File: src/rtl/addsub_accum_pipe.sv
`default_nettype none
// ============================================================================
// Module   : addsub_accum_pipe
// Purpose  : Registered adder / subtractor / accumulator with valid/ready
//            handshakes on both sides, optional unsigned saturation and
//            carry / signed-overflow / zero flags. One-cycle latency, full
//            throughput, single output register stage.
// Ports    : clk, rst_n (sync, active-low)
//            in_valid/in_ready, in_a, in_b, in_cin, in_mode (00 ADD, 01 SUB,
//            10 ACC, 11 CLR)
//            out_valid/out_ready, out_sum, out_cout, out_ovf, out_zero
//            acc_value, acc_sticky
// Revision : 1.0 - initial release
// ============================================================================
module addsub_accum_pipe #(
    parameter int WIDTH    = 6,
    parameter bit SATURATE = 1'b0
) (
    input  logic             clk,
    input  logic             rst_n,
    input  logic             in_valid,
    output logic             in_ready,
    input  logic [WIDTH-1:0] in_a,
    input  logic [WIDTH-1:0] in_b,
    input  logic             in_cin,
    input  logic [1:0]       in_mode,
    output logic             out_valid,
    input  logic             out_ready,
    output logic [WIDTH-1:0] out_sum,
    output logic             out_cout,
    output logic             out_ovf,
    output logic             out_zero,
    output logic [WIDTH-1:0] acc_value,
    output logic             acc_sticky
);

    localparam logic [1:0] c_MODE_ADD = 2'b00;
    localparam logic [1:0] c_MODE_SUB = 2'b01;
    localparam logic [1:0] c_MODE_ACC = 2'b10;
    localparam logic [1:0] c_MODE_CLR = 2'b11;

    // Output register occupancy is the only state machine.
    localparam logic [0:0] c_EMPTY = 1'b0;
    localparam logic [0:0] c_FULL  = 1'b1;

    logic [0:0]       r_state;
    logic [0:0]       w_state_nxt;
    logic [WIDTH-1:0] r_sum;
    logic             r_cout;
    logic             r_ovf;
    logic             r_zero;
    logic [WIDTH-1:0] r_acc;
    logic             r_sticky;

    logic             w_accept;
    logic [WIDTH-1:0] w_op_a;
    logic [WIDTH-1:0] w_op_b;
    logic             w_cin;
    logic [WIDTH:0]   w_raw;
    logic             w_cout;
    logic             w_ovf;
    logic [WIDTH-1:0] w_result;

    assign out_valid  = (r_state == c_FULL);
    assign in_ready   = !out_valid || out_ready;
    assign w_accept   = in_valid && in_ready;
    assign out_sum    = r_sum;
    assign out_cout   = r_cout;
    assign out_ovf    = r_ovf;
    assign out_zero   = r_zero;
    assign acc_value  = r_acc;
    assign acc_sticky = r_sticky;

    // Operand selection. CLR feeds zeros with no carry-in, so the shared
    // adder naturally yields result 0, cout 0, ovf 0.
    always_comb begin
        w_op_a = '0;
        w_op_b = '0;
        w_cin  = in_cin;
        case (in_mode)
            c_MODE_ADD: begin
                w_op_a = in_a;
                w_op_b = in_b;
            end
            c_MODE_SUB: begin
                w_op_a = in_a;
                w_op_b = ~in_b;
            end
            c_MODE_ACC: begin
                w_op_a = r_acc;
                w_op_b = in_a;
            end
            default: begin
                w_cin = 1'b0;
            end
        endcase
    end

    assign w_raw  = {1'b0, w_op_a} + {1'b0, w_op_b} + {{WIDTH{1'b0}}, w_cin};
    assign w_cout = w_raw[WIDTH];
    assign w_ovf  = (w_op_a[WIDTH-1] == w_op_b[WIDTH-1]) &&
                    (w_raw[WIDTH-1] != w_op_a[WIDTH-1]);

    // Saturation clamps the result only; flags keep the raw carry.
    always_comb begin
        w_result = w_raw[WIDTH-1:0];
        if (SATURATE) begin
            if (((in_mode == c_MODE_ADD) || (in_mode == c_MODE_ACC)) && w_cout) begin
                w_result = '1;
            end else if ((in_mode == c_MODE_SUB) && !w_cout) begin
                w_result = '0;
            end
        end
    end

    always_comb begin
        w_state_nxt = r_state;
        if (w_accept) begin
            w_state_nxt = c_FULL;
        end else if (out_ready) begin
            w_state_nxt = c_EMPTY;
        end
    end

    always_ff @(posedge clk) begin
        if (!rst_n) begin
            r_state  <= c_EMPTY;
            r_sum    <= '0;
            r_cout   <= 1'b0;
            r_ovf    <= 1'b0;
            r_zero   <= 1'b0;
            r_acc    <= '0;
            r_sticky <= 1'b0;
        end else begin
            r_state <= w_state_nxt;
            if (w_accept) begin
                r_sum  <= w_result;
                r_cout <= w_cout;
                r_ovf  <= w_ovf;
                r_zero <= (w_result == '0);
                if (in_mode == c_MODE_ACC) begin
                    r_acc    <= w_result;
                    r_sticky <= r_sticky | w_cout;
                end else if (in_mode == c_MODE_CLR) begin
                    r_acc    <= '0;
                    r_sticky <= 1'b0;
                end
            end
        end
    end

endmodule
`default_nettype wire

File: config.mk
export PLATFORM = sky130hd
export DESIGN_NAME = addsub_accum_pipe
export DESIGN_NICKNAME = d
export VERILOG_FILES = /design/src/rtl/addsub_accum_pipe.sv
export SDC_FILE = /design/constraint.sdc
export NUM_CORES = 1
export LEC_CHECK = 0
export ABC_AREA = 1
export CAP_MARGIN = 0
export CORE_ASPECT_RATIO = 0.6
export CORE_MARGIN = 2
export CORE_UTILIZATION = 43
export CTS_CLUSTER_SIZE = 8
export DETAILED_ROUTE_END_ITERATION = 10
export GPL_TIMING_DRIVEN = 0
export PLACE_DENSITY_LB_ADDON = 0.25
export SKIP_LAST_GASP = 1
export SYNTH_ARGS = -nofsm -noshare
export SYNTH_HDL_FRONTEND = slang
export SYNTH_SLANG_ARGS = --single-unit
File: constraint.sdc
create_clock -name clk -period 5.6 [get_ports clk]
set_input_delay 0.56 -clock clk [delete_from_list [all_inputs] [get_ports clk]]
set_output_delay 0.56 -clock clk [all_outputs]
set_load 0.02 [all_outputs]
Word-level counts from Yosys, hierarchy flattened:

Cells that the tools add are included.

* bits in registers: 17
* output and inout bits: 18
* input port bits: 19

* reductions and logical operators: 11
* bitwise logic cells: 2
* multiplexer cells: 9
* $add $sub $neg: 2
* equality and inequality tests: 5

Operators by type and width (count)
* case mux 6 bit (3 select lines): 1
* two-way mux 6 bit: 2
* case mux 6 bit (2 select lines): 1
* adder 6 x 6 -> 7 bit: 1
* adder 7 x 1 -> 7 bit: 1
* logical NOT 6 bit: 1
* NOT 6 bit: 1
* two-way mux 1 bit: 5
* == test 2 bit, second input constant: 2
* nonzero test 2 bit: 2
* OR reduction 3 bit: 1
* == test 2 x 1 -> 1 bit, second input constant: 1
* logical AND 1 bit: 2
* logical NOT 2 bit: 1
* AND reduction 2 bit: 1
* OR reduction 2 bit: 1
* == test 1 bit: 1
* logical NOT 1 bit: 1
* logical OR 1 bit: 1
* inequality test 1 bit: 1
* OR 1 bit: 1

Logic depth before layout (Yosys ltp):

* depth in word-level cells: 7
* depth in mapped cells: 18
* mapped depth without buffers: 17

Worst setup path before layout:

OpenSTA, ideal clock, no wires.

* kind: input port to flip-flop
* start point: in in_mode[0]
* end point: reg r_zero, in the netlist out_zero
* required time: 5.530 ns
* stages on the path: 16
* setup time: 0.070 ns
* arrival: 2.528 ns
* path buffers: 1
* slack: 3.002 ns
* cells stage by stage: inv_1 nand2_2 inv_2 buf_6 nand2_1 o21ai_0 inv_1 fa_1 inv_1 fa_1 nand3b_1 nor2_1 nand2_1 nor2_1 nand2_1 a21oi_1

* cells in the longest elaborated chain, start to end: 6
* elaborated cells between the ends (all ways): 11

Ends and longest elaborated chain
* start, declared: line 26 `input logic [1:0] in_mode,`
* == test 2 x 1 -> 1 bit or logical NOT 2 bit (tied branches): line 80 `case (in_mode)`
* OR reduction 2 bit (no source line)
* case mux 6 bit (2 select lines): line 80
* adder 6 x 6 -> 7 bit: line 99 `assign w_raw = {1'b0, w_op_a} + {1'b0, w_op_b} + {{WIDTH{1'b0}}, w_cin};`
* adder 7 x 1 -> 7 bit *: line 99
* net w_raw[1]: line 59 `logic [WIDTH:0] w_raw;`
* logical NOT 6 bit *: line 140 `r_zero <= (w_result == '0);`
* end signal, assigned: line 140
* end, declared: line 51 `logic r_zero;`

Mark *: on every way through the listed nets, which the timed path passes. The rest lies on a longest branch.
A chain may end at the register's enable or synchronous reset.

Worst setup path after layout:

* start point: in in_mode[1]
* end point: reg r_zero, in the netlist out_zero

Same word-level chain as after synthesis.

==> results.yml <==
setup_path:
  path_buf_inv: 5
  critPathLaunchType: "input port"
  cp_slowest_cell: "clkdlybuf4s50_1"
  cp-end-kind: "flop"
  crit_required_ns: 5.79
  crit_type: "input port to flop"
  cp_top_family: "buffers and inverters"
  path_common_cell: "nand2_1"
  r2r_setup_slack_ns: 3.39
  path_max_fanout: 10
  arrival_ns: 3.43
  cp_slowest_stage_delay_ns: 0.64
  crit_chain: "clkdlybuf4s50_1, nand2_2, inv_2, buf_6, nand2_1, o21ai_0, inv_1, fa_1, inv_1, fa_1, nand3b_1, nor2_1, nand2_1, nor2_1, nand2_1, a21oi_1"
sta:
  whs_ns: 0.465
  post-route-min-period_ns: 3.24
  rsz0062_at_grt: "false"
  slew_headroom_pct: 70.0
  final_hold_viol_count: 0
  skew_ns: 0.00346
  final.period_utilization_pct: 57.8
  fmax_mhz: 309
  tns_ns: 0
  setup_viol: 0
  slew_violations: 0
  worst_pin_slew_ns: 0.450
  fin_ws_ns: 2.36
global_routing:
  grt_antenna_before_repair: 0
  grt_pass1_vias: 1122
  grt_max_degree: 11
  grt_overflow: 0
  grt_use_total_pct: 20.7
  grt_pass1_wl_mm: 4.94
final_layout:
  fillers: 232
  regArea_um2: 340
  final_nets: 233
  multi_input_area_um2: 686
  stdcell_count: 238
  syn_to_final_growth_pct: 39.5
  n_antenna_cell: 0
  drive_above_1_share_pct: 6.80
floorplanning:
  initial_core_util_pct: 45.0
  dieHeight_um: 43.7
  num_rows: 14
  core_um2: 2500
  die_area_um2: 3060
  pin_count: 37
  dieWidth_um: 70.1
clock_tree:
  cts_tree: "done"
  clockBufferDepth: 2
  htreeDepth: 1
  post_cts_resized: 0
  cts_sinks: 17
  cts_setup_buffers: 0
  cts_buffers: 3
  clk_pin_slew_ns: 0.06
  clk_latency_ns: 0.25
  ctsHoldBuffers: 0
  cts_root_buffer: "clkbuf_8"
logic_synthesis:
  synth.most_common_cell: "nand2_1"
  synth-edff-count: 0
  dominantRegCellSynth: "dfxtp_1"
  yosysUniqueCellTypes: 25
  synth_area_um2: 1130
  syn-num-nets: 192
  yosysSeqAreaShare_pct: 30.2
  async_flop_share_pct: 0
  ys_ff_latch: 17
  yosysTopAreaCell: "dfxtp_1"
  synth.top_cell.area_share_pct: 30.2
  yosys_warnings: 0
  syn-instance-count: 166
  avgSynthCellArea_um2: 6.79
  synth_area_leaders: "dfxtp_1 (30%), nand2_1 (16%), a21oi_1 (8.9%)"
  ys_top_cells_by_count: "nand2_1 (47), a21oi_1 (20), inv_1 (20), dfxtp_1 (17), nand3_1 (12)"
place:
  dp.cells: 234
  pre_cts_ws_ns: 2.14
  io_buffers: 36
  dp_hpwl_mm: 2.35
  gp_congestion: 0.849
detailed_routing:
  highest-signal-layer: "met4"
  vias: 1225
  dr.pass1.iters: 4
  wl_met2_mm: 1.21
  avgViaCountPerCell: 5.15
  drc: 0
  met1_length_mm: 1.42
  drt_wl_total_mm: 2.89
  antenna_left: 0
  met3_length_um: 257
  drt-initial-drc-count: 58
  avgRoutedWirePerCell_um: 12.2
min_path:
  hold_path_class: "flop to flop"
power:
  power_density_nw_per_um2: 220
  peakVddDrop_uv: 127
  p_leak_nw: 0.686
status:
  status: "completed"
run:
  maxCapViolCount: 0
## layout make-up
class	count	area share, %
plain buffers	3	1.43
clock buffers	4	2.86
inverters	21	5.01
multi-input cells	125	43.6
flip-flops and latches	17	21.6
well taps	32	2.55
repair buffers	36	22.9
## power breakdown
part / total, mW / leakage, nW / internal, mW / switching, mW
Clock: 0.0917 / 0.0228 / 0.0505 / 0.0412
Sequential: 0.134 / 0.139 / 0.129 / 0.00458
Combinational: 0.121 / 0.524 / 0.0535 / 0.0670
Total: 0.346 / 0.686 / 0.233 / 0.113
## cells by family after synthesis
logic type,share of synthesized area [%]
DFF,30.2
and+or+nand+nor,33.0
AOI/OAI and AO/OA,18.8
adders and majority gates,9.10
buffers and inverters,8.99
## metrics by stage
step / util (%) / cell area, um2 / total power, mW
2_1_floorplan: - / 1130 / 0.211
3_3_place_gp: 61.0 / 1530 / 0.253
3_5_place_dp: 61.0 / 1530 / 0.256
4_1_cts: 62.8 / 1570 / 0.347
5_1_grt: 62.8 / 1570 / 0.368
6_report: 62.8 / 1570 / 0.346
## registers in the layout, summed over array words and instances (netlist names)
register and count:
acc_value 6, out_sum 6, acc_sticky 1, out_cout 1
out_ovf 1, out_valid 1, out_zero 1
## worst min-delay path, cell delays in order (launching register included)
cell	delay, ns
dfxtp_1	0.31
nand2_1	0.06
a21oi_1	0.06
## routing by layer
layer / vias to the layer above / global-route usage, %
met4: 0 / 4.62
met2: 47 / 33.0
met5: - / 0
met3: 3 / 6.28
li1: 631 / -
met1: 544 / 28.3
## worst paths after layout
check	startpoint	to	cells after the start
setup / recovery	in_mode[1]	out_zero	16
hold / removal	out_sum[3]	out_sum[3]	2
setup reg to reg	acc_value[0]	out_zero	12
hold reg to reg	out_sum[3]	out_sum[3]	2
## cells in the final DEF (no fill, tap or decap), drive strengths merged
cell           instances
a21oi                 20
nand4                  3
o221ai                 4
buf                    2
nand2                 52
ha                     5
or2                    1
o211ai                 2
inv                   21
nor3                   1
dfxtp                 17
o21ai                  9
nand3b                 1
clkbuf                 5
nand3                 14
fa                     2
o211a                  1
nor2                   9
clkdlybuf4s50         36
o22ai                  1
(Power assumes the default switching activity.)
==> patch 1: new RTL, same flow settings <==
The parameter `SATURATE` goes from 1'b0 to 1'b1.
--- a/src/rtl/addsub_accum_pipe.sv
+++ b/src/rtl/addsub_accum_pipe.sv
@@ -15,5 +15,5 @@
 module addsub_accum_pipe #(
     parameter int WIDTH    = 6,
-    parameter bit SATURATE = 1'b0
+    parameter bit SATURATE = 1'b1
 ) (
     input  logic             clk,
Check against the original RTL: not equivalent (Yosys sat finds a counterexample within 4 cycles, from zero or initial values and one cycle with rst_n low).
==> patch 1 against the unedited design <==
Sequential cell count did not move; total power rose by 5.0%; worst setup slack improved by 0.087 ns; design area grew 8.8%; clock power is 0.8% lower; combinational power grew 14%; synthesized cell count rose by 11%; highest routed layer is now met3; critical path type unchanged; synthesized area grew 12%; wire length grew 5.1%.
==> patch 1: results (changes against the unedited design) <==
stage	metric	value	unit	change
yosys	Seq/Total Area, Yosys	26.9	%	-3.3 points
place	Port Buffers	35		-2.8%
detailed_routing	max layer used	met3		
yosys	largest cells by area after synthesis	dfxtp_1 27%, nand2_1 15%, inv_1 7.7%		
cells_and_area	clock buffers	4		unchanged
cells_and_area	layout cells sized above 1	11.2	%	+4.4 points
power	sequential share of power	36.9	%	-1.7 points
cells_and_area	fill cell count	266		+15%
detailed_routing	post-DR wirelength/cell	11.4	um	-5.9%
detailed_routing	length of routed met3 wiring	154	um	-40%
global_routing	met2 Usage GRT	27.1	%	-5.8 points
cells_and_area	count of multi-input combinational gates	136		+8.8%
timing	Worst Skew	0.00161	ns	-0.00185 ns
detailed_routing	via count	1254		+2.4%
cells_and_area	area grow syn2layout	35.4	%	
cells_and_area	fraction of area in registers	19.9	%	-1.8 points
cells_and_area	Net count, final	251		+7.7%
clock_tree	Clock Path Buffers	2		unchanged
detailed_routing	M1 WL	1730	um	+22%
critical_path	FF-to-FF path depth	15		+3
critical_path	slowest stage delay, CP	0.51	ns	-0.13 ns
yosys	Post-Syn Area per Cell	6.83	um^2	+0.58%
global_routing	met1 usage	31.1	%	+2.8 points
detailed_routing	met2 routed WL	1150	um	-4.5%
timing	Tightest Pin Transition	0.499	ns	+0.0485 ns
place	gpl congestion	0.899		+5.9%
yosys	XOR/XNOR share of the synthesized area	0.693	%	+0.69 points
power	leakage power	0.794	nW	+16%
yosys	Adder-Cell Fraction of Synth Area	8.12	%	-0.98 points
power	switching power	126	uW	+11%
cells_and_area	NonClk Buf Share	21.6	%	-2.7 points
yosys	Synth cell types	28		+12%
global_routing	GRT met3 Usage	4.65	%	-1.6 points
clock_tree	Worst-path clk slew	0.06	ns	about the same
status	status	complete, no violations		
power	Peak VDD IR	0.000109	V	-15%
cells_and_area	footprint of the multi-input gates	798	um^2	+16%
global_routing	Tot GR Track Use	19.9	%	-0.84 points
place	cell count after placement	262		+12%
place	Post-DP HPWL	2450	um	+4.6%
power	Clk network pwr share	25.1	%	-1.4 points
cells_and_area	sequential cells	17		unchanged
critical_path	WP data arrival	3.34	ns	-0.09 ns
cells_and_area	invs w/o clock	28		+33%
yosys	YS warnings	0		unchanged
yosys	Post-Syn Nets	211		+9.9%
global_routing	first-pass GRT wire length	5060	um	+2.5%
yosys	complex-gate fraction of the synthesized area	17.5	%	-1.2 points
critical_path	crit-path leading delay family	simple AND/OR/NAND/NOR gates		
patch 1: changes by cell type after synthesis, sizes merged, moves of 2 or more:
cell	change
nor2	+10
inv	+7
a21oi	-6
o21ai	+6
nand2	+4
nand4	-2
patch 1: through the flow:
stage / hold slack (ns) / util, % / power (mW) / setup slack (ns)
after floorplan: 0.549 / - / 0.226 / 2.98
after global placement: 0.468 / 58.8 / 0.272 / 2.22
after detailed placement: 0.469 / 58.8 / 0.273 / 2.20
after CTS: 0.481 / 60.4 / 0.365 / 2.46
after global routing: 0.505 / 60.4 / 0.386 / 2.16
final: 0.480 / 60.4 / 0.363 / 2.45
patch 1: worst paths after layout:
kind | startpoint | slack [ns] | to
hold / removal | out_zero | 0.48 | out_zero
hold reg to reg | out_zero | 0.48 | out_zero
setup reg to reg | acc_value[0] | 3.37 | out_zero
setup / recovery | in_mode[0] | 2.45 | out_zero
==> patch 2: new RTL, same settings <==
Made on the original files. Make the reset (`rst_n`) asynchronous in one clocked block.
--- a/src/rtl/addsub_accum_pipe.sv
+++ b/src/rtl/addsub_accum_pipe.sv
@@ -123,5 +123,5 @@
     end
 
-    always_ff @(posedge clk) begin
+    always_ff @(posedge clk or negedge rst_n) begin
         if (!rst_n) begin
             r_state  <= c_EMPTY;
Function: differs if rst_n is asserted again (counterexample within 4 cycles, from zero or initial values and one cycle with rst_n low); with rst_n held inactive, the same outputs for 10 cycles.
==> patch 2 against the unedited design <==
Synthesized area grew 4.3%; worst setup slack gained 0.14 ns; first-iteration DRC count grew 12%; core utilization grew 0.28 points; wire length grew 5.9%; total power grew 36%; sequential power grew 22%; design area grew 2.5%; critical endpoint is now out_zero; sequential cell count is the same; maximum frequency grew 4.6%.
==> patch 2: results (changes against the unedited design) <==
stage	metric	value	unit	change
status	status	complete, no violations		
detailed_routing	met2 routed WL	1300	um	+7.7%
detailed_routing	final wirelength	3060	um	+5.9%
detailed_routing	max layer used	met4		
detailed_routing	post-DR wirelength/cell	13.4	um	+10%
worst_hold_path	Hold Crit Class	reg -> reg		
clock_tree	Post-CTS Setup Bufs	0		unchanged
yosys	Post-Syn Nets	184		-4.2%
critical_path	WP data arrival	3.29	ns	-0.14 ns
yosys	Synth top area share	36.2	%	+6.0 points
place	gpl congestion	0.862		+1.5%
clock_tree	clock root buffer	clkbuf_8		
power	sequential share of power	34.9	%	-3.7 points
cells_and_area	fill cell count	206		-11%
power	Clk network pwr share	19.0	%	-7.5 points
critical_path	Worst R2R Setup Slack	3.33	ns	-0.06 ns
global_routing	met1 usage	28.9	%	+0.63 points
global_routing	vias in the first global route	1097		-2.2%
detailed_routing	M1 WL	1410	um	-0.14%
power	Peak VDD IR	0.000158	V	+24%
cells_and_area	Ant. Diodes	0		unchanged
global_routing	largest net degree at the start of global routing	18		+7
yosys	ys flop type	dfrtp_1		
global_routing	first-pass GRT wire length	4860	um	-1.5%
power	sw frac	37.3	%	+4.7 points
detailed_routing	length of routed met3 wiring	314	um	+22%
cells_and_area	Net count, final	224		-3.9%
clock_tree	Clock Path Buffers	2		unchanged
clock_tree	post_cts resized	0		unchanged
critical_path	CP max FO	10		unchanged
cells_and_area	layout cells sized above 1	10.2	%	+3.4 points
critical_path	worst setup path startpoint	in_mode[0]		
yosys	asr flop ratio synth	100	%	+100 points
yosys	Post-Syn Area per Cell	7.44	um^2	+9.6%
global_routing	met2 Usage GRT	31.5	%	-1.5 points
place	Port Buffers	35		-2.8%
global_routing	GRT met3 Usage	4.33	%	-2.0 points
yosys	YS warnings	0		unchanged
power	leakage power	0.808	nW	+18%
yosys	Seq/Total Area, Yosys	36.2	%	+6.0 points
clock_tree	H-tree levels	1		unchanged
place	cell count after placement	225		-3.8%
timing	WHS	0.482	ns	+0.0166 ns
place	Post-DP HPWL	2460	um	+4.7%
worst_hold_path	worst hold stages	2		unchanged
clock_tree	worst-skew pair later-pin latency	0.25	ns	about the same
worst_hold_path	Hold Crit Start	out_sum[4]		
critical_path	worst flop-to-flop path endpoint	out_zero		
timing	Relative slew margins	49.9	%	-20 points
global_routing	Tot GR Track Use	20.1	%	-0.59 points
detailed_routing	initial detailed-routing violation count	65		+12%
critical_path	Worst R2R Start	acc_value[0]		
worst_hold_path	hold-critical path endpoint	out_sum[4]		
yosys	top cells by count, synth	49 x nand2_1, 26 x inv_1, 17 x dfrtp_1, 9 x nand3_1, 9 x o22ai_1		
yosys	EDFF count, synth	0		unchanged
detailed_routing	DR vias/cell	5.34		+3.8%
timing	Worst Skew	0.00440	ns	+0.000934 ns
yosys	largest cells by area after synthesis	dfrtp_1 36%, nand2_1 16%, inv_1 8.3%		
-- patch 2: worst max path at each step --
stage,end,slack [ns],cells after the start
4_1_cts,out_zero,2.53,15
3_3_place_gp,out_zero,2.37,15
2_1_floorplan,out_zero,3.06,14
3_5_place_dp,out_zero,2.30,15
5_1_grt,out_zero,2.38,15
6_report,out_zero,2.50,15
-- patch 2: final cells by class --
cell class / count / area (um^2) / area share, %
multi-input cells: 112 / 636 / 39.4
flip-flops and latches: 17 / 425 / 26.4
repair buffers: 35 / 350 / 21.7
inverters: 26 / 97.6 / 6.05
clock buffers: 3 / 41.3 / 2.56
well taps: 32 / 40.0 / 2.48
plain buffers: 3 / 17.5 / 1.09
clock inverters: 1 / 5.00 / 0.310
-- patch 2: critical path: stages --
cell	delay (ns)
clkdlybuf4s50_1	0.44
inv_1	0.12
nand2_2	0.12
buf_2	0.22
o22ai_1	0.13
inv_1	0.09
fa_1	0.43
inv_1	0.15
fa_1	0.46
nand3b_1	0.19
nor2_1	0.10
nand2_1	0.06
nor2_1	0.09
nand2_1	0.06
nand2_1	0.06
-- patch 2: stage by stage --
stage	area [um^2]	util (%)	total power, mW	setup WS (ns)
final	1610	63.1	0.470	2.50
after global routing	1610	63.1	0.498	2.38
after CTS	1610	63.1	0.473	2.53
after detailed placement	1570	61.3	0.381	2.30
after global placement	1570	61.3	0.375	2.37
after floorplan	1180	-	0.288	3.06
-- patch 2: kinds of logic after synthesis --
family                     count (synthesis)  synth area share, %
AOI/OAI and AO/OA                         25                 13.7
adders and majority gates                  7                 8.72
buffers and inverters                     29                 9.79
DFF                                       17                 36.2
and+or+nand+nor                           80                 31.6
